File: src/rtl/sprite_renderer_pkg.sv
// -----------------------------------------------------------------------------
// sprite_renderer_pkg
//
// Purpose:
//   Shared definitions for the sprite renderer: screen geometry, coordinate and
//   colour widths, and the renderer state encoding.
//
// Contents:
//   SCREEN_W, SCREEN_H : visible screen size in pixels (160 x 120)
//   X_W, Y_W           : pixel coordinate widths (8 and 7 bits)
//   W_W                : square width field width (4 bits)
//   COLOUR_W           : pixel colour width (3 bits)
//   state_t            : IDLE / ERASE / DRAW
// -----------------------------------------------------------------------------
package sprite_renderer_pkg;

   localparam int SCREEN_W = 160;
   localparam int SCREEN_H = 120;

   localparam int X_W      = 8;
   localparam int Y_W      = 7;
   localparam int W_W      = 4;
   localparam int COLOUR_W = 3;

   typedef enum logic [1:0] {
      IDLE  = 2'd0,
      ERASE = 2'd1,
      DRAW  = 2'd2
   } state_t;

endpackage

File: src/rtl/sprite_renderer_square_scanner.sv
// -----------------------------------------------------------------------------
// square_scanner
//
// Purpose:
//   Row-major pixel counter over a width x width square. px is the inner
//   (column) index, py the outer (row) index. The counter wraps back to (0,0)
//   on the step that consumes the last pixel, so a following square can start
//   on the very next granted cycle without an explicit restart.
//
// Ports:
//   clk      in   system clock
//   reset    in   synchronous active-high reset
//   start    in   hold the counter at (0,0)
//   advance  in   consume the current pixel (granted step)
//   width    in   square width; must be non-zero while scanning
//   px, py   out  current pixel offset inside the square
//   last     out  current pixel is the final one of the square
// -----------------------------------------------------------------------------
module square_scanner
   import sprite_renderer_pkg::*;
(
   input  logic           clk,
   input  logic           reset,
   input  logic           start,
   input  logic           advance,
   input  logic [W_W-1:0] width,
   output logic [W_W-1:0] px,
   output logic [W_W-1:0] py,
   output logic           last
);

   logic [W_W-1:0] width_m1;
   logic           row_end;

   assign width_m1 = width - W_W'(1);
   assign row_end  = (px == width_m1);
   assign last     = row_end && (py == width_m1);

   always_ff @(posedge clk) begin
      if (reset || start) begin
         px <= '0;
         py <= '0;
      end else if (advance) begin
         if (last) begin
            px <= '0;
            py <= '0;
         end else if (row_end) begin
            px <= '0;
            py <= py + W_W'(1);
         end else begin
            px <= px + W_W'(1);
         end
      end
   end

endmodule

File: src/rtl/sprite_renderer.sv
// -----------------------------------------------------------------------------
// sprite_renderer
//
// Purpose:
//   Turns an object's position/width and move/load pulses into VGA pixel
//   writes. A move erases the previously drawn square in BG_COLOUR and then
//   draws the square at the new position in COLOUR. load_level draws without
//   erasing. The VGA port is shared with other renderers through an external
//   req/gnt arbiter; a pixel is only issued on a cycle with req && gnt.
//
// Parameters:
//   COLOUR     sprite pixel colour
//   BG_COLOUR  erase colour
//   MAX_W      widths above this are clamped to it
//
// Ports:
//   clk         in   system clock
//   reset       in   synchronous active-high reset
//   move        in   pulse: object position changed (erase + draw)
//   load_level  in   pulse: draw at current position, no erase
//   obj_x/y/w   in   object top-left and width (w=0: not drawn)
//   gnt         in   arbiter grant for the current cycle
//   req         out  VGA port request (ERASE or DRAW)
//   busy        out  renderer not idle
//   vga_x/y     out  registered pixel address
//   vga_colour  out  registered pixel colour
//   plot        out  write strobe aligned with the registered pixel
//
// Build option:
//   SPRITE_RENDER_SKIP_EN - a move to exactly the already drawn position and
//   width is dropped after one busy cycle, with no req and no plot.
// -----------------------------------------------------------------------------
module sprite_renderer
   import sprite_renderer_pkg::*;
#(
   parameter logic [COLOUR_W-1:0] COLOUR    = 3'b111,
   parameter logic [COLOUR_W-1:0] BG_COLOUR = 3'b000,
   parameter int                  MAX_W     = 15
) (
   input  logic                clk,
   input  logic                reset,
   input  logic                move,
   input  logic                load_level,
   input  logic [X_W-1:0]      obj_x,
   input  logic [Y_W-1:0]      obj_y,
   input  logic [W_W-1:0]      obj_w,
   input  logic                gnt,
   output logic                req,
   output logic                busy,
   output logic [X_W-1:0]      vga_x,
   output logic [Y_W-1:0]      vga_y,
   output logic [COLOUR_W-1:0] vga_colour,
   output logic                plot
);

   function automatic logic [W_W-1:0] clamp_w(input logic [W_W-1:0] w);
      if (int'(w) > MAX_W) return W_W'(MAX_W);
      return w;
   endfunction

   state_t         state;

   logic [X_W-1:0] new_x, old_x;
   logic [Y_W-1:0] new_y, old_y;
   logic [W_W-1:0] new_w, old_w;
   logic           old_valid;
   logic           pending;

   logic [W_W-1:0] lat_w;
   logic           event_in;
   logic           step;
   logic           done;

   logic [W_W-1:0] scan_w;
   logic [W_W-1:0] px, py;
   logic           last;

   logic [X_W-1:0] base_x;
   logic [Y_W-1:0] base_y;
   logic [X_W:0]   pix_x;
   logic [Y_W:0]   pix_y;
   logic           in_bounds;

`ifdef SPRITE_RENDER_SKIP_EN
   logic           skip_busy;
   logic           skip_match;

   assign skip_match = old_valid && (obj_x == old_x) && (obj_y == old_y) &&
                       (lat_w == old_w);
   assign busy       = (state != IDLE) || skip_busy;
`else
   assign busy       = (state != IDLE);
`endif

   assign req      = (state == ERASE) || (state == DRAW);
   assign lat_w    = clamp_w(obj_w);
   assign event_in = move || load_level;
   assign step     = req && gnt;

   // Job completes on the last DRAW pixel, or on the last ERASE pixel when
   // there is nothing to draw afterwards.
   assign done = step && last &&
                 ((state == DRAW) || ((state == ERASE) && (new_w == '0)));

   assign scan_w = (state == ERASE) ? old_w : new_w;
   assign base_x = (state == ERASE) ? old_x : new_x;
   assign base_y = (state == ERASE) ? old_y : new_y;

   // One extra bit on each axis so squares hanging off the right/bottom edge
   // are clipped rather than wrapping around to column/row 0.
   assign pix_x     = {1'b0, base_x} + {{(X_W + 1 - W_W){1'b0}}, px};
   assign pix_y     = {1'b0, base_y} + {{(Y_W + 1 - W_W){1'b0}}, py};
   assign in_bounds = (pix_x < (X_W + 1)'(SCREEN_W)) &&
                      (pix_y < (Y_W + 1)'(SCREEN_H));

   square_scanner u_scanner (
      .clk     (clk),
      .reset   (reset),
      .start   (state == IDLE),
      .advance (step),
      .width   (scan_w),
      .px      (px),
      .py      (py),
      .last    (last)
   );

   always_ff @(posedge clk) begin
      if (reset) begin
         state      <= IDLE;
         plot       <= 1'b0;
         vga_x      <= '0;
         vga_y      <= '0;
         vga_colour <= '0;
         pending    <= 1'b0;
         old_valid  <= 1'b0;
         old_x      <= '0;
         old_y      <= '0;
         old_w      <= '0;
         new_x      <= '0;
         new_y      <= '0;
         new_w      <= '0;
`ifdef SPRITE_RENDER_SKIP_EN
         skip_busy  <= 1'b0;
`endif
      end else begin
         // Pixel output stage: registered on a granted step, strobe follows.
         plot <= 1'b0;
         if (step) begin
            vga_x      <= pix_x[X_W-1:0];
            vga_y      <= pix_y[Y_W-1:0];
            vga_colour <= (state == ERASE) ? BG_COLOUR : COLOUR;
            plot       <= in_bounds;
         end

         // Events while busy collapse into a single deferred move; the
         // finalise below may override this with a clear.
         if (busy && event_in) pending <= 1'b1;

         case (state)
            IDLE: begin
`ifdef SPRITE_RENDER_SKIP_EN
               if (skip_busy) begin
                  skip_busy <= 1'b0;
               end else
`endif
               if (load_level) begin
                  new_x <= obj_x;
                  new_y <= obj_y;
                  new_w <= lat_w;
                  if (lat_w != '0) begin
                     state <= DRAW;
                  end else begin
                     old_x     <= obj_x;
                     old_y     <= obj_y;
                     old_w     <= lat_w;
                     old_valid <= 1'b1;
                  end
               end else if (move || pending) begin
                  pending <= 1'b0;
                  new_x   <= obj_x;
                  new_y   <= obj_y;
                  new_w   <= lat_w;
`ifdef SPRITE_RENDER_SKIP_EN
                  if (skip_match) begin
                     skip_busy <= 1'b1;
                  end else
`endif
                  if (old_valid && (old_w != '0)) begin
                     state <= ERASE;
                  end else if (lat_w != '0) begin
                     state <= DRAW;
                  end else begin
                     // Nothing to erase and nothing to draw: just record it.
                     old_x     <= obj_x;
                     old_y     <= obj_y;
                     old_w     <= lat_w;
                     old_valid <= 1'b1;
                  end
               end
            end
            ERASE: begin
               if (step && last && (new_w != '0)) state <= DRAW;
            end
            DRAW: begin
            end
            default: state <= IDLE;
         endcase

         // Finalise: the square just drawn becomes the one to erase next time.
         // A deferred move samples the inputs now, not when it was pulsed.
         if (done) begin
            old_x     <= new_x;
            old_y     <= new_y;
            old_w     <= new_w;
            old_valid <= 1'b1;
            if (pending || event_in) begin
               pending <= 1'b0;
               new_x   <= obj_x;
               new_y   <= obj_y;
               new_w   <= lat_w;
               if (new_w != '0) begin
                  state <= ERASE;
               end else if (lat_w != '0) begin
                  state <= DRAW;
               end else begin
                  state <= IDLE;
                  old_x <= obj_x;
                  old_y <= obj_y;
                  old_w <= lat_w;
               end
            end else begin
               state <= IDLE;
            end
         end
      end
   end

endmodule

File: config.mk
export PLATFORM = sky130hd
export DESIGN_NAME = sprite_renderer
export DESIGN_NICKNAME = d
export VERILOG_FILES = /design/src/rtl/sprite_renderer_pkg.sv /design/src/rtl/sprite_renderer_square_scanner.sv /design/src/rtl/sprite_renderer.sv
export SDC_FILE = /design/constraint.sdc
export NUM_CORES = 1
export LEC_CHECK = 0
export ABC_AREA = 0
export ABC_CLOCK_PERIOD_IN_PS = 8590
export CORE_UTILIZATION = 35
export DETAILED_ROUTE_END_ITERATION = 16
export PLACE_DENSITY_LB_ADDON = 0.15
export SLEW_MARGIN = 20
export SYNTH_ARGS = -nofsm -noshare
export SYNTH_HDL_FRONTEND = slang
export SYNTH_HIERARCHICAL = 1
export SYNTH_SLANG_ARGS = --single-unit
File: constraint.sdc
create_clock -name clk -period 8.59 [get_ports clk]
set_clock_uncertainty 0.15 [all_clocks]
set_input_delay 1.718 -clock clk [delete_from_list [all_inputs] [get_ports clk]]
set_output_delay 1.718 -clock clk [all_outputs]
set_load 0.02 [all_outputs]
=== Word level (Yosys, flattened, before mapping) ===
Cells that the tools add are included.

* Flip-flop bits (word level): 69
* Bits in latches: 0
* Memory bits (writable): 0
* ROM bits: 0
* Input bits: 24
* Memories: 0

* Add/sub/neg operators: 5
* $mul: 0
* Divide/modulo/power cells: 0
* Order comparisons: 2
* Equal/unequal tests: 8
* Shift-type cells: 0
* Mux-type cells: 72
* Bitwise gates (word level): 1
* Reduce and logical (&&, ||, !) cells: 28

{| class="wikitable"
|+ Operators by type and width
! kind !! count
|-
| $mux W8 || 15
|-
| $mux W7 || 15
|-
| $mux W4 || 19
|-
| $mux W2 || 9
|-
| $mux W1 || 12
|-
| $reduce_bool A4 Y1 || 3
|-
| $add A8 B4 Y9 || 1
|-
| $logic_and A1 B1 Y1 || 9
|-
| $lt A9 B8 Y1 const B || 1
|-
| $add A4 B1 Y4 const B || 2
|-
| $add A7 B4 Y8 || 1
|-
| $eq A4 B4 Y1 || 2
|-
| $lt A8 B7 Y1 const B || 1
|-
| $logic_or A1 B1 Y1 || 6
|-
| $pmux W2 S3 || 1
|-
| $reduce_and A3 Y1 || 2
|-
| $reduce_bool A2 Y1 || 3
|-
| $logic_not A4 Y1 || 1
|-
| $ne A4 B4 Y1 const B || 1
|-
| $sub A4 B1 Y4 const B || 1
|-
| $mux W3 || 1
|-
| $ne A3 B2 Y1 const B || 1
|-
| $ne A3 B3 Y1 const B || 1
|-
| $reduce_bool A3 Y1 || 1
|-
| other kinds (7) || 7
|}

=== Longest topological paths before layout ===
* Word-level depth: 10
* Depth in mapped cells: 19

=== Modules after synthesis ===
Netlist, hierarchy kept.

{| class="wikitable"
|+ By module, submodules not included
! module !! times used !! cells each !! area an instance (µm²) !! seq. area each (µm²)
|-
| sprite_renderer || 1 || 343 || 3101.7 || 1181.1
|-
| square_scanner || 1 || 57 || 571.8 || 160.2
|}

=== Worst setup path after synthesis ===
Ideal clock, no wire load.

* Path kind: reg-to-reg
* Start point: reg state[1]
* End point: reg new_w[0]
* Library setup time: 128 ps
* Arrival: 3731 ps
* Path slack: 4582 ps
* Stages on the path, launching flop included: 20
* Clock period less this slack: 4008 ps
* Path through: dfxtp_1 inv_1 ha_1 buf_2 buf_1 clkbuf_1 mux2_2 inv_1 ha_1 xnor2_2 xor2_1 nand4_2 nor2_1 nand3_1 nor2_1 o21ai_0 buf_4 buf_4 mux2i_1 nor2_1

* Word-level cells in the longest chain between the ends: 8

{| class="wikitable"
|+ Ends and longest elaborated chain
! element !! RTL line !! source
|-
| start: declaration || sprite_renderer.sv:61 || <nowiki>state_t state;</nowiki>
|-
| start signal: assignment || sprite_renderer.sv:129 || <nowiki>state <= IDLE;</nowiki>
|-
| start signal: assignment || sprite_renderer.sv:171 || <nowiki>state <= DRAW;</nowiki>
|-
| start signal: assignment || sprite_renderer.sv:189 || <nowiki>state <= ERASE;</nowiki>
|-
| $eq A2 B1 Y1 * || sprite_renderer.sv:105 || <nowiki>assign scan_w = (state == ERASE) ? old_w : new_w;</nowiki>
|-
| $mux W4 * || sprite_renderer.sv:105 ||
|-
| named net scan_w[0] || sprite_renderer.sv:74 || <nowiki>logic [W_W-1:0] scan_w;</nowiki>
|-
| $sub A4 B1 Y4 * || sprite_renderer_square_scanner.sv:35 || <nowiki>assign width_m1 = width - W_W'(1);</nowiki>
|-
| $eq A4 B4 Y1 (on tied branches) || sprite_renderer_square_scanner.sv:36, sprite_renderer_square_scanner.sv:37 ||
|-
| $logic_and A1 B1 Y1 * || sprite_renderer_square_scanner.sv:37 || <nowiki>assign last = row_end && (py == width_m1);</nowiki>
|-
| named net last || sprite_renderer.sv:76 || <nowiki>logic last;</nowiki>
|-
| $logic_and A1 B1 Y1 * (2 in series) || sprite_renderer.sv:102 || <nowiki>assign done = step && last &&</nowiki>
|-
| $mux W4 * || sprite_renderer.sv:211 || <nowiki>if (done) begin</nowiki>
|-
| end signal: assignment || sprite_renderer.sv:169 || <nowiki>new_w <= lat_w;</nowiki>
|-
| end signal: assignment || sprite_renderer.sv:182 || <nowiki>new_w <= lat_w;</nowiki>
|-
| end signal: assignment || sprite_renderer.sv:220 || <nowiki>new_w <= lat_w;</nowiki>
|-
| end: declaration || sprite_renderer.sv:65 || <nowiki>logic [W_W-1:0] new_w, old_w;</nowiki>
|}

The timed path passes the listed nets; every way through them passes the cells marked *.
A chain may end at the register's enable or synchronous reset.

=== Final worst setup path ===
* Start point: reg state[1]
* End point: reg old_x[3]

* Word-level cells in the longest chain between the ends: 9

{| class="wikitable"
|+ Ends and longest elaborated chain
! element !! RTL line !! source
|-
| $eq A2 B1 Y1 * || sprite_renderer.sv:105 ||
|-
| $mux W4 * || sprite_renderer.sv:105 ||
|-
| named net scan_w[0] || sprite_renderer.sv:74 ||
|-
| $sub A4 B1 Y4 * || sprite_renderer_square_scanner.sv:35 ||
|-
| $eq A4 B4 Y1 (on tied branches) || sprite_renderer_square_scanner.sv:36, sprite_renderer_square_scanner.sv:37 ||
|-
| $logic_and A1 B1 Y1 * || sprite_renderer_square_scanner.sv:37 ||
|-
| named net last || sprite_renderer.sv:76 ||
|-
| $logic_and A1 B1 Y1 * (2 in series) || sprite_renderer.sv:102 ||
|-
| $ne A3 B3 Y1 (no line) (tied with other cells) || n/a ||
|-
| $reduce_and A3 Y1 (no line) || n/a ||
|-
| end signal: assignment || sprite_renderer.sv:173 || <nowiki>old_x <= obj_x;</nowiki>
|-
| end signal: assignment || sprite_renderer.sv:194 || <nowiki>old_x <= obj_x;</nowiki>
|-
| end signal: assignment || sprite_renderer.sv:212 || <nowiki>old_x <= new_x;</nowiki>
|-
| end: declaration || sprite_renderer.sv:63 || <nowiki>logic [X_W-1:0] new_x, old_x;</nowiki>
|}

Marked as above.

==> flow_summary_export.csv <==
group,metric,value,unit
status,status,"finished clean",
final_layout,drive_above_1_share,11.3,%
global_routing,grt_pass1_vias,2856,
power,switching_share,29.8,%
power,ir_drop,0.0841,mV
floorplan,placement_rows,37,
power,p_total,779,uW
detailed_routing,drtIter0Drc,65,
synthesis,synth-edff-count,0,
timing,min_period,4.41,ns
synthesis,synthXorXnorAreaFrac,6.13,%
clock_tree,cts_resized,0,
placed_design,hpwl,6030,um
power,p_comb_share,21.1,%
synthesis,synth_area,3670,um^2
worst_setup_path,r2r-end,"old_x[3]$_SDFFE_PP0P_",
synthesis,ys_ff_latch,67,
final_layout,syn_to_final_growth,19.7,%
clock_tree,clockBufferDepth,2,
worst_setup_path,critPathSlowestCell,"nor2_1",
worst_setup_path,crit_fanout,31,
global_routing,grt_max_degree,63,
worst_setup_path,slowest_delay,0.66,ns
global_routing,grt_usage,16.5,%
worst_setup_path,critPathBufInv,3,
timing,hold_viol,0,
clock_tree,tritoncts,"yes",
synthesis,ys_types,56,
detailed_routing,routed_wl,8470,um
clock_tree,clock_latency,0.34,ns
flow_run,cap_viol_max_count,0,
worst_setup_path,arrival,4.52,ns
worst_setup_path,path_class,"reg2reg",
worst_setup_path,critPathTopFamily,"simple AND/OR/NAND/NOR gates",
timing,slew_viol_final,0,
worst_setup_path,cp.depth,15,
timing,worst_slew_pin_slew,1.00,ns
floorplan,die-area,10900,um^2
synthesis,yosysTopAreaCellShare,36.5,%
global_routing,grt_overflow,0,
synthesis,synthMuxAreaShare,15.2,%
worst_hold_path,hold_class,"reg2reg",
worst_setup_path,reg2regPathDepth,15,
placed_design,port_buffers,44,
synthesis,synthFlopType,"dfxtp_1",
power,leakage,0.00164,uW
power,p_switching,232,uW
synthesis,ys_async_sr_fraction,0,%
clock_tree,ctsHoldBuffers,0,
synthesis,yosysSeqAreaShare,36.5,%
timing,fin_setup_tns,0,ns
timing,max_freq,0.227,GHz
worst_hold_path,hold_depth,2,
timing,rsz0062_at_grt,"false",
power,p_int,547,uW
synthesis,yosys.area_share.simple,18.1,%
clock_tree,cts_num_sinks,67,
timing,period_share,51.3,%
worst_setup_path,r2r_slack,4.18,ns
global_routing,grt_pass1_wl,14200,um
power,powerDensity,177,nW/um^2
synthesis,mappedNetlistNets,441,
worst_hold_path,worstHoldEndpoint,"vga_x[7]$_SDFFE_PP0P_",
clock_tree,postCtsSetupRepairBufs,0,
power,p_clk_share,34.7,%
clock_tree,root_buffer,"clkbuf_8",
worst_setup_path,cp-end-kind,"flip-flop",
synthesis,synth_compound_area_share,13.7,%
floorplan,core,10200,um^2
detailed_routing,via_per_inst,4.99,
worst_setup_path,crit_path_frequent_cell,"nor2_1",
worst_setup_path,startpoint_type,"flip-flop",
final_layout,final_cell_area,4400,um^2
floorplan,die_w,104,um
worst_setup_path,r2r_start,"state[1]$_SDFFE_PP0P_",
final_layout,antenna-diode-count,0,
timing,slew_headroom,32.6,%
global_routing,antenna_found_initial,0,
floorplan,ios,45,
power,seqPwrFrac,44.2,%
floorplan,start_util,35.9,%
synthesis,synth_area_per_cell,9.18,um^2
timing,report.final.setup_viol,0,
floorplan,die_h,104,um
detailed_routing,drc_errors,0,
synthesis,yosys.area.top_type,"dfxtp_1",
synthesis,yosysMostFrequentCell,"dfxtp_1",
synthesis,ys_top_cells_by_count,"dfxtp_1 (67), nor2_1 (62), mux2i_1 (39)",
placed_design,gp_congestion,0.781,
detailed_routing,vias,2883,
clock_tree,htreeDepth,3,
synthesis,synth_top_family_by_area,"simple AND/OR/NAND/NOR gates",
worst_hold_path,hp-start,"vga_x[7]$_SDFFE_PP0P_",
synthesis,synth-adder-area-share,6.20,%
synthesis,yosys-top-cells-area,"dfxtp_1 (37%), mux2i_1 (11%), nor2_1 (6.3%), ha_1 (5.1%), a211oi_1 (4.7%)",
clock_tree,cts_buffers,9,
detailed_routing,wl_per_cell,14.7,um
worst_setup_path,crit_chain,"inv_1, ha_1, buf_4, mux2_2, inv_1, ha_1, xnor2_2, xor2_1, nand4_2, nor2_1, nand3_1, nor2_1, a31o_2, nor2_1, a211oi_1",
final_layout,final_nets,478,
placed_design,dpl_cell_area,4190,um^2
worst_setup_path,required,8.70,ns
detailed_routing,drt_pass1_iterations,4,
synthesis,synth_cells,400,
detailed_routing,antenna_left,0,
synthesis,yosysWarnings,6,
clock_tree,clk_pin_slew_worst_paths,0.08,ns
==> flip-flops by register name, summed over array words and instances, names as in the netlist, 2 cells and up <==
| signal | count |
|---|---|
| new_w | 4 |
| new_x | 8 |
| new_y | 7 |
| old_w | 4 |
| old_x | 8 |
| old_y | 7 |
| state | 2 |
| u_scanner/px | 4 |
| u_scanner/py | 4 |
| vga_x | 8 |
| vga_y | 7 |
==> logic make-up after synthesis <==
logic type      after synthesis
simple gates                135
mux                          54
flops                        67
compound gates               72
buf+inv                      31
xor+xnor                     24
fa+ha+maj                    17
==> placed cells by master, fill, tap and decap left out, types with 3 or more instances in the layout <==
cell,n
clkdlybuf4s50_1,43
nand2_1,30
buf_4,3
a211oi_1,23
a22oi_1,5
nor4_1,3
ha_1,15
a21o_1,3
nor2_1,62
o21ai_0,7
xnor2_1,9
mux2i_1,39
a21oi_1,19
nand3_1,15
dfxtp_1,67
mux2_2,15
clkbuf_8,10
inv_1,10
xor2_1,13
==> worst reg2reg max path, stage by stage (launching register included) <==
cell	delay [ns]
dfxtp_1	0.34
inv_1	0.08
ha_1	0.14
buf_4	0.36
mux2_2	0.46
inv_1	0.08
ha_1	0.18
xnor2_2	0.15
xor2_1	0.19
nand4_2	0.18
nor2_1	0.23
nand3_1	0.19
nor2_1	0.66
a31o_2	0.63
nor2_1	0.12
a211oi_1	0.21
==> power by group through the flow <==
stage | clock network, uW | registers, uW | logic (uW)
final | 270 | 345 | 164
after global routing | 295 | 348 | 180
after CTS | 281 | 345 | 167
after detailed placement | 0 | 352 | 166
after global placement | 0 | 352 | 165
after floorplan | 0 | 354 | 112
==> layout make-up <==
cell class,instances,area [um^2]
fillers,1022,5830
multi-input cells,302,2190
clock inverters,5,62.6
well taps,136,170
repair buffers,47,458
inverters,10,37.5
flip-flops and latches,67,1340
clock buffers,11,141
==> worst max path at each step <==
stage / from / to / slack (ns)
final: state[1]$_SDFFE_PP0P_ / old_x[3]$_SDFFE_PP0P_ / 4.18
after global routing: state[1]$_SDFFE_PP0P_ / old_y[4]$_SDFFE_PP0P_ / 3.73
after CTS: state[1]$_SDFFE_PP0P_ / old_x[0]$_SDFFE_PP0P_ / 4.11
after detailed placement: state[1]$_SDFFE_PP0P_ / old_y[2]$_SDFFE_PP0P_ / 4.14
after global placement: state[1]$_SDFFE_PP0P_ / old_x[2]$_SDFFE_PP0P_ / 4.11
after floorplan: state[1]$_SDFFE_PP0P_ / new_w[0]$_SDFF_PP0_ / 4.58
==> stage by stage <==
step | hold slack (ns) | util [%] | cells | setup WS, ns
floorplan | 0.282 | - | 400 | 4.58
global placement | 0.296 | 41.0 | 562 | 4.11
detailed placement | 0.296 | 41.0 | 562 | 4.14
CTS | 0.309 | 43.0 | 578 | 4.11
global route | 0.328 | 43.0 | 578 | 3.73
finish | 0.304 | 43.0 | 578 | 4.18
==> metal layers <==
layer,routed length (um),GRT usage (%),up-vias
met1,3980,20.3,1337
met5,0,0,-
li1,-,-,1500
met2,4160,28.3,37
met4,131,6.84,0
met3,208,2.82,9
(Power assumes the default switching activity.)
